## src/rtl/el2_exu_mul_sender.sv

```systemverilog
// -----------------------------------------------------------------------------
// el2_exu_mul_sender
//
// Takes multiply results from the EXU multiplier pipeline and sends them into
// the NoC. Results enter through a valid/ready port and wait in a small FIFO.
// The result at the FIFO head is split into FLIT_BITS-wide flits, least
// significant flit first. The flits go out on a valid/ready/last injection
// port. All logic runs on clk_noc.
//
// Parameters
//   PACKET_BITS  payload width of one result
//   FLIT_BITS    NoC flit width; NFLITS = ceil(PACKET_BITS / FLIT_BITS)
//   FIFO_DEPTH   result buffer entries, 2 or 4 (must be a power of two)
//
// Ports
//   clk_noc       NoC clock, rising edge
//   rst           asynchronous active-high reset
//   noc_sr_flush  synchronous flush of the FIFO and of any packet in flight
//   in_valid      result valid from the multiplier
//   in_data       result value
//   in_ready      FIFO can take a result this cycle (= not full)
//   up_valid      flit valid toward the NoC
//   up_data       flit payload, zero-padded above PACKET_BITS
//   up_last       final flit of the current packet
//   up_ready      NoC accepts the flit
//   busy          FIFO holds at least one result
// -----------------------------------------------------------------------------
module el2_exu_mul_sender #(
  parameter int PACKET_BITS = 32,
  parameter int FLIT_BITS   = 8,
  parameter int FIFO_DEPTH  = 2
) (
  input  logic                   clk_noc,
  input  logic                   rst,
  input  logic                   noc_sr_flush,
  input  logic                   in_valid,
  input  logic [PACKET_BITS-1:0] in_data,
  output logic                   in_ready,
  output logic                   up_valid,
  output logic [FLIT_BITS-1:0]   up_data,
  output logic                   up_last,
  input  logic                   up_ready,
  output logic                   busy
);

  localparam int NFLITS = (PACKET_BITS + FLIT_BITS - 1) / FLIT_BITS;
  localparam int IDX_W  = (NFLITS > 1) ? $clog2(NFLITS) : 1;
  localparam int PTR_W  = $clog2(FIFO_DEPTH);
  localparam int CNT_W  = PTR_W + 1;
  localparam int PAD_W  = NFLITS * FLIT_BITS;

  typedef enum logic {
    IDLE = 1'b0,
    SEND = 1'b1
  } state_t;

  // ---------------------------------------------------------------------------
  // State
  // ---------------------------------------------------------------------------
  logic [PACKET_BITS-1:0] mem [FIFO_DEPTH];
  logic [PTR_W-1:0]       wr_ptr, wr_ptr_nxt;
  logic [PTR_W-1:0]       rd_ptr, rd_ptr_nxt;
  logic [CNT_W-1:0]       count, count_nxt;
  logic [IDX_W-1:0]       idx, idx_nxt;
  state_t                 state, state_nxt;

  logic                   push;
  logic                   flit_hs;
  logic                   last_flit;
  logic                   pop;
  logic [PAD_W-1:0]       head_pad;

  // ---------------------------------------------------------------------------
  // Handshake qualification
  // ---------------------------------------------------------------------------
  // in_ready is only !full. It does not try to predict a pop in the same
  // cycle, so a full FIFO refuses input even when its last flit is leaving.
  assign in_ready  = (count != CNT_W'(FIFO_DEPTH));
  assign busy      = (count != '0);
  assign up_valid  = (state == SEND);

  // A flush drops any push or flit handshake that happens in the same cycle.
  assign push      = in_valid && in_ready && !noc_sr_flush;
  assign flit_hs   = up_valid && up_ready && !noc_sr_flush;
  assign last_flit = (idx == IDX_W'(NFLITS - 1));
  assign pop       = flit_hs && last_flit;

  // ---------------------------------------------------------------------------
  // Flit mux: zero-extend the head, then pick flit idx. When idle the output
  // is forced to zero, so stale storage never shows on the port (storage is
  // not reset).
  // ---------------------------------------------------------------------------
  assign head_pad = PAD_W'(mem[rd_ptr]);
  assign up_data  = up_valid ? head_pad[idx*FLIT_BITS +: FLIT_BITS] : '0;
  assign up_last  = up_valid && last_flit;

  // ---------------------------------------------------------------------------
  // FIFO bookkeeping and flit index
  // ---------------------------------------------------------------------------
  // NOTE: every signal assigned in a combinational block gets a default first;
  // a path that leaves one unassigned would infer a latch.
  always_comb begin
    wr_ptr_nxt = wr_ptr;
    rd_ptr_nxt = rd_ptr;
    count_nxt  = count;
    idx_nxt    = idx;

    if (noc_sr_flush) begin
      wr_ptr_nxt = '0;
      rd_ptr_nxt = '0;
      count_nxt  = '0;
      idx_nxt    = '0;
    end else begin
      // FIFO_DEPTH is a power of two, so the pointers wrap by themselves.
      if (push) wr_ptr_nxt = wr_ptr + PTR_W'(1);
      if (pop)  rd_ptr_nxt = rd_ptr + PTR_W'(1);

      // A push and a pop in the same cycle leave the count unchanged.
      unique case ({push, pop})
        2'b10:   count_nxt = count + CNT_W'(1);
        2'b01:   count_nxt = count - CNT_W'(1);
        default: count_nxt = count;
      endcase

      if (flit_hs) idx_nxt = last_flit ? '0 : idx + IDX_W'(1);
    end
  end

  // ---------------------------------------------------------------------------
  // Serializer FSM: next-state logic
  // ---------------------------------------------------------------------------
  // When another entry is queued, the last-flit pop keeps the FSM in SEND.
  // The next packet's flit 0 then shows in the following cycle with no bubble.
  always_comb begin
    state_nxt = state;
    unique case (state)
      IDLE: if (count_nxt != '0)          state_nxt = SEND;
      SEND: if (pop && count_nxt == '0)  state_nxt = IDLE;
      default:                           state_nxt = IDLE;
    endcase
    if (noc_sr_flush) state_nxt = IDLE;
  end

  // ---------------------------------------------------------------------------
  // Control registers
  // ---------------------------------------------------------------------------
  // NOTE: sequential state uses non-blocking assignments, so every register
  // samples the pre-edge values no matter how the blocks are ordered.
  always_ff @(posedge clk_noc or posedge rst) begin
    if (rst) begin
      state  <= IDLE;
      wr_ptr <= '0;
      rd_ptr <= '0;
      count  <= '0;
      idx    <= '0;
    end else begin
      state  <= state_nxt;
      wr_ptr <= wr_ptr_nxt;
      rd_ptr <= rd_ptr_nxt;
      count  <= count_nxt;
      idx    <= idx_nxt;
    end
  end

  // ---------------------------------------------------------------------------
  // Result storage
  // ---------------------------------------------------------------------------
  // NOTE: the storage array has no reset. Only entries between rd_ptr and
  // wr_ptr are ever read, and the pointers and count are reset. Leaving the
  // array without reset allows it to map onto plain flops or RAM.
  always_ff @(posedge clk_noc) begin
    if (push) mem[wr_ptr] <= in_data;
  end

endmodule

```

## config.mk

```make
export PLATFORM = sky130hd
export DESIGN_NAME = el2_exu_mul_sender
export DESIGN_NICKNAME = d
export VERILOG_FILES = /design/src/rtl/el2_exu_mul_sender.sv
export SDC_FILE = /design/constraint.sdc
export NUM_CORES = 1
export LEC_CHECK = 0
export BUFFER_PORTS_ARGS = -buffer_cell sky130_fd_sc_hd__buf_2
export CORE_MARGIN = 2
export CORE_UTILIZATION = 32
export DETAILED_ROUTE_END_ITERATION = 16
export SYNTH_ARGS = -nofsm -noshare
export SYNTH_HDL_FRONTEND = slang
export SYNTH_SLANG_ARGS = --single-unit
```

## constraint.sdc

```tcl
create_clock -name clk_noc -period 6.51 [get_ports clk_noc]
set_input_delay 0.9765 -clock clk_noc [delete_from_list [all_inputs] [get_ports clk_noc]]
set_output_delay 0.9765 -clock clk_noc [all_outputs]
set_load 0.005 [all_outputs]
```

Word level (Yosys, flattened, before mapping)
Memories as Yosys holds them, arrays and structs flattened.
Index checks and enable logic that the tools add are counted.
{ "word_totals": {"register_bits": 7, "mem_bits_rw": 64, "in_bits": 37, "out_inout_bits": 12, "word_cells": 47, "memories": 1} }
{ "memory_table": {"columns": ["memory", "depth", "word_bits", "rd", "rd_ports_with_merged_regs", "wr", "line", "rtl"], "rows": [
  ["mem", 2, 32, 1, 0, 1, "60", "logic [PACKET_BITS-1:0] mem [FIFO_DEPTH];"]
]} }
{ "op_classes": {"n_addsub": 5, "eq_ne": 4, "n_shift": 1, "n_mux": 16, "bitwise_logic": 1, "reduce_logical": 14} }
{ "op_table": {"columns": ["operator", "count"], "rows": [
  ["$shiftx 32x6->8", 1],
  ["$reduce_bool 2->1", 5],
  ["$mux 1", 9],
  ["$mux 2", 4],
  ["$mux 8", 1],
  ["$logic_and 1x1->1", 7],
  ["$add 2x1->2 const B", 2],
  ["$eq 2x2->1 const B", 2],
  ["$pmux 2 s2", 1],
  ["$add 1x1->1 const B", 2],
  ["$eq 2x1->1 const B", 1],
  ["$logic_not 2->1", 1],
  ["$ne 2x2->1 const B", 1],
  ["$pmux 1 s2", 1],
  ["$sub 2x1->2 const B", 1],
  ["$logic_not 1->1", 1],
  ["$not 1->1", 1]
]} }

Depth between registers and ports, before layout
{ "logic_depth": {"word_depth": 11, "ltp_mapped": 8, "depth_no_buf": 8} }

Least setup slack after synthesis
OpenSTA, ideal clock, no wires.
{ "synth_timing": {"path_kind": "input to register", "start": "input noc_sr_flush", "end": "memory mem[0][0], enable pin", "setup_ns": 0.421, "t_arrival_ns": 2.749, "required_ns": 6.089, "path_slack_ns": 3.340, "path_stages": 3, "path_buffers": 1, "path_cell_list": "buf_2 -> or2_1 -> nor2_1"} }
{ "synth_via": {"elab_chain_cells": 4} }
{ "synth_rtl": {"columns": ["element", "line", "rtl"], "rows": [
  ["start, declared", "35", "input logic noc_sr_flush,"],
  ["$logic_not 1->1", "83", "assign push = in_valid && in_ready && !noc_sr_flush;"],
  ["$logic_and 1x1->1", "83", null],
  ["$mux 1", "172", "if (push) mem[wr_ptr] <= in_data;"],
  ["$mux 1 (implied by the code)", "172", null],
  ["end, declared", "60", null]
]} }
No other way between the ends.

Worst setup path after layout
{ "layout_timing": {"start": "register rd_ptr", "end": "output up_data[2]"} }
{ "layout_via": {"elab_chain_cells": 3} }
{ "layout_rtl": {"columns": ["element", "line", "rtl"], "rows": [
  ["start, declared", "62", "logic [PTR_W-1:0] rd_ptr, rd_ptr_nxt;"],
  ["start signal, assigned", "159", "rd_ptr <= rd_ptr_nxt;"],
  ["$mem_v2 2x32", null, null],
  ["$shiftx 32x6->8", "94", "assign up_data = up_valid ? head_pad[idx*FLIT_BITS +: FLIT_BITS] : '0;"],
  ["$mux 8", "94", null],
  ["end, declared", "40", "output logic [FLIT_BITS-1:0] up_data,"]
]} }
No other way between the ends.

==> results.rst <==
.. list-table::
   :header-rows: 1

   * - Metric
     - Value
   * - Clk buf depth
     - 2
   * - Pint
     - 806 µW
   * - Longest individual stage delay on the worst path
     - 0.73 ns
   * - # port buffers
     - 48
   * - Crit path launch type
     - register
   * - Crit path required time
     - 5.53 ns
   * - Placed insts
     - 301
   * - Congestion Overflow GR
     - 0
   * - Comb power frac
     - 7.2%
   * - P_sw
     - 210 µW
   * - Hold-fix buffer count after cts
     - 0
   * - Unrepaired setup endpoints after global routing
     - no
   * - Total vias in the final route
     - 1488
   * - Last weighted congestion value of the routability-driven placer
     - 0.686
   * - DR vias/cell
     - 4.69
   * - Wire length reported by the detailed router
     - 5280 µm
   * - Layout overhead on the synthesized area
     - 20.6%
   * - Setup violations, final
     - 0
   * - Clock root buffer
     - sky130_fd_sc_hd__clkbuf_8
   * - Count of flip-flops with a built-in enable after synthesis
     - 64
   * - Slew of the pin with the lowest slew margin
     - 0.613 ns
   * - Final critical-path required period
     - 3.02 ns
   * - Register clock-pin slew on the reported worst setup and hold paths
     - 0.08 ns
   * - Clock share of power
     - 40.4%
   * - Core outline area
     - 8640 µm²
   * - Final cell count without fillers
     - 317
   * - Standard-cell rows
     - 34
   * - Main area contributors after synthesis
     - sky130_fd_sc_hd__edfxtp_1 (68%), sky130_fd_sc_hd__mux4_2 (6.4%), sky130_fd_sc_hd__dfrtp_1 (6.2%)
   * - 1st-pass router iterations
     - 4
   * - Total global-route track usage
     - 11.6%
   * - Count of H-tree levels built during CTS
     - 3
   * - Final HPWL DP
     - 3450 µm
   * - Antenna violations before repair
     - 0
   * - Final clock skew
     - 0.00813 ns
   * - Pins over their slew limit
     - 0
   * - Final Hold Viols
     - 0
   * - Clock latency on the worst-skew pair
     - 0.34 ns
   * - Critical path data arrival time
     - 2.05 ns
   * - Layout cell share with drive strength beyond 1
     - 38.3%
   * - Buffers inserted by post-CTS timing repair
     - 0
   * - Post-synthesis area per instance
     - 18.8 µm²
   * - Distinct cell type count of the synthesized netlist
     - 30
   * - Sequential-to-total area share from yosys stat
     - 74.0%
   * - Pin count of the biggest net entering global routing
     - 33
   * - Post-route DRC violation count
     - 0
   * - Number of maximum-capacitance constraint violations
     - 0
   * - Synthesized netlist cell count
     - 151
   * - Net total in the final layout
     - 243
   * - Bufs and invs on worst path
     - 1
   * - Number of nets with antenna violations after detailed routing
     - 0
   * - Headroom to the max-slew limit
     - 59.2%
   * - Resized Gates After CTS
     - 0
   * - Synthesized netlist net count
     - 190
   * - Number of global-route vias before repair
     - 1604
   * - Number of flip-flops and latches in the synthesized netlist
     - 71
   * - Count of warnings emitted by yosys
     - 0
   * - Post-layout utilization of the core
     - 39.6%
   * - Number of top-level pins
     - 49
   * - Proportion of register bits with asynchronous set or reset after synthesis
     - 9.86%
   * - Worst-path maximum fanout
     - 11
   * - Clock Sinks
     - 71
   * - Classification of the worst setup path
     - reg2out
   * - Switching share of power
     - 20.7%
   * - Netlist area before placement
     - 2830 µm²
   * - Achievable frequency
     - 0.331 GHz
   * - Kind of end point of the critical path
     - primary output
   * - Avg WL per Cell
     - 16.7 µm
   * - Register share of total power
     - 52.4%
   * - Result of the run
     - complete, no violations
   * - Global-route wire length before repair
     - 8210 µm
   * - Sequence of cells on the critical path
     - mux4_2 > o211a_1 > buf_2
   * - Horizontal die dimension
     - 98.1 µm
   * - Final period util
     - 46.5%
   * - TritonCTS Buffers
     - 9
   * - Tightest Hold Check Type
     - in2async
   * - Placed cell area
     - 3180 µm²
   * - CTS tree
     - yes
   * - First DRT Iteration DRCs
     - 106
   * - Cell Pwr Density
     - 297 nW/µm²
   * - LEAKAGE
     - 1.28 nW
   * - Top cell type's share of synthesized area
     - 67.8%
   * - Initial Util
     - 32.8%
   * - Slowest-stage cell, CP
     - sky130_fd_sc_hd__dfrtp_1
   * - Sum Neg Setup Slack
     - 0 ns
   * - Die height
     - 98.1 µm
   * - Diode insertion count for antenna repair
     - 0
   * - Library cell occupying the most area in the post-synthesis netlist
     - sky130_fd_sc_hd__edfxtp_1
   * - Design Area, Final
     - 3420 µm²
   * - Dominant synthesized flop cell
     - sky130_fd_sc_hd__edfxtp_1
   * - Maximum ir drop on the vdd rail
     - 0.131 mV
   * - Floorplan die area
     - 9620 µm²
   * - Dominant delay contributor by cell family on the critical path
     - flip-flops
metrics by stage:
step                      setup slack (ns)  hold slack, ns  total power, mW
after floorplan                       3.34           0.525            0.581
after CTS                             3.42           0.559             1.03
final                                 3.49           0.551             1.02
after global routing                  3.33           0.573             1.05
after detailed placement              3.80           0.600            0.618
after global placement                3.81           0.586            0.616
sequential cells by signal (all words and copies together), names as in the netlist:
signal	count
count	2
rd_ptr	1
mem	64
idx	2
up_valid	1
wr_ptr	1
final cells by class:
type,count,area (µm²)
Inverter,2,7.51
Clock buffer,9,124
Fill cell,805,5220
Tap cell,108,135
Sequential cell,71,2100
Multi-Input combinational cell,69,679
Clock inverter,7,111
Timing Repair Buffer,51,263
path summary, 6_finish.rpt:
path,depth (start not counted),start,slack (ns),end
worst max-delay path,3,rd_ptr,3.49,up_data[2]
worst min-delay path,2,rst,0.55,wr_ptr
worst max register to register,7,idx[1],4.32,up_valid
worst min register to register,2,count[1],0.61,count[1]
max in group asynchronous,2,rst,5.74,idx[0]
min in group clk_noc,2,count[1],0.61,count[1]
worst register-to-register path, cell delays in order (launching register included):
cell	delay, ns
sky130_fd_sc_hd__dfrtp_1	0.32
sky130_fd_sc_hd__buf_4	0.38
sky130_fd_sc_hd__ha_1	0.24
sky130_fd_sc_hd__nor3b_2	0.24
sky130_fd_sc_hd__ha_1	0.30
sky130_fd_sc_hd__or3_1	0.38
sky130_fd_sc_hd__a21oi_2	0.17
sky130_fd_sc_hd__a211o_1	0.11
cell usage after synthesis, types with 3 or more instances:
cell type / number
sky130_fd_sc_hd__mux2i_1: 16
sky130_fd_sc_hd__mux4_2: 8
sky130_fd_sc_hd__a22oi_1: 8
sky130_fd_sc_hd__buf_4: 3
sky130_fd_sc_hd__nand2_1: 3
sky130_fd_sc_hd__dfrtp_1: 7
sky130_fd_sc_hd__edfxtp_1: 64
sky130_fd_sc_hd__nor2_1: 6
sky130_fd_sc_hd__o211a_1: 8
cell families after synthesis:
family	count (synthesis)	share of synthesized area, %
muxes	25	12.4
buffers and inverters	11	2.21
and+or+nand+nor	18	3.36
adders and majority gates	2	0.883
xor gates and xnor gates	4	1.24
DFF	71	74.0
AOI/OAI and AO/OA	20	5.92
power by group through the flow:
stage,clock network (mW),logic (mW),registers [mW]
2_1_floorplan,0,0.0457,0.535
3_3_place_gp,0,0.0742,0.542
3_5_place_dp,0,0.0749,0.543
4_1_cts,0.420,0.0754,0.533
5_1_grt,0.434,0.0819,0.535
6_report,0.410,0.0730,0.532
placed cells by master (no fill, tap or decap), drive strengths merged:
cell / count
xnor2: 2
bufinv: 3
or3: 1
nand2: 3
mux4: 8
clkinvlp: 1
nand3: 1
a22oi: 8
a21oi: 2
nand2b: 1
o211a: 8
o21ai: 1
xor2: 2
or2: 2
inv: 2
nor3b: 1
nor2b: 1
clkinv: 3
and2: 2
mux2: 1
buf: 51
mux2i: 16
clkbuf: 9
ha: 2
a211o: 1
edfxtp: 64
nor2: 6
dfrtp: 7
routing by layer:
metal / part of all wire (%) / wire (µm) / GRT usage [%]
met1: 44 / 2330 / 14.2
met3: 5.1 / 270 / 3.22
met4: 2.4 / 126 / 6.73
met5: 0 / 0 / 0
met2: 48 / 2560 / 18.4
Power figures use the tool's default switching activity.
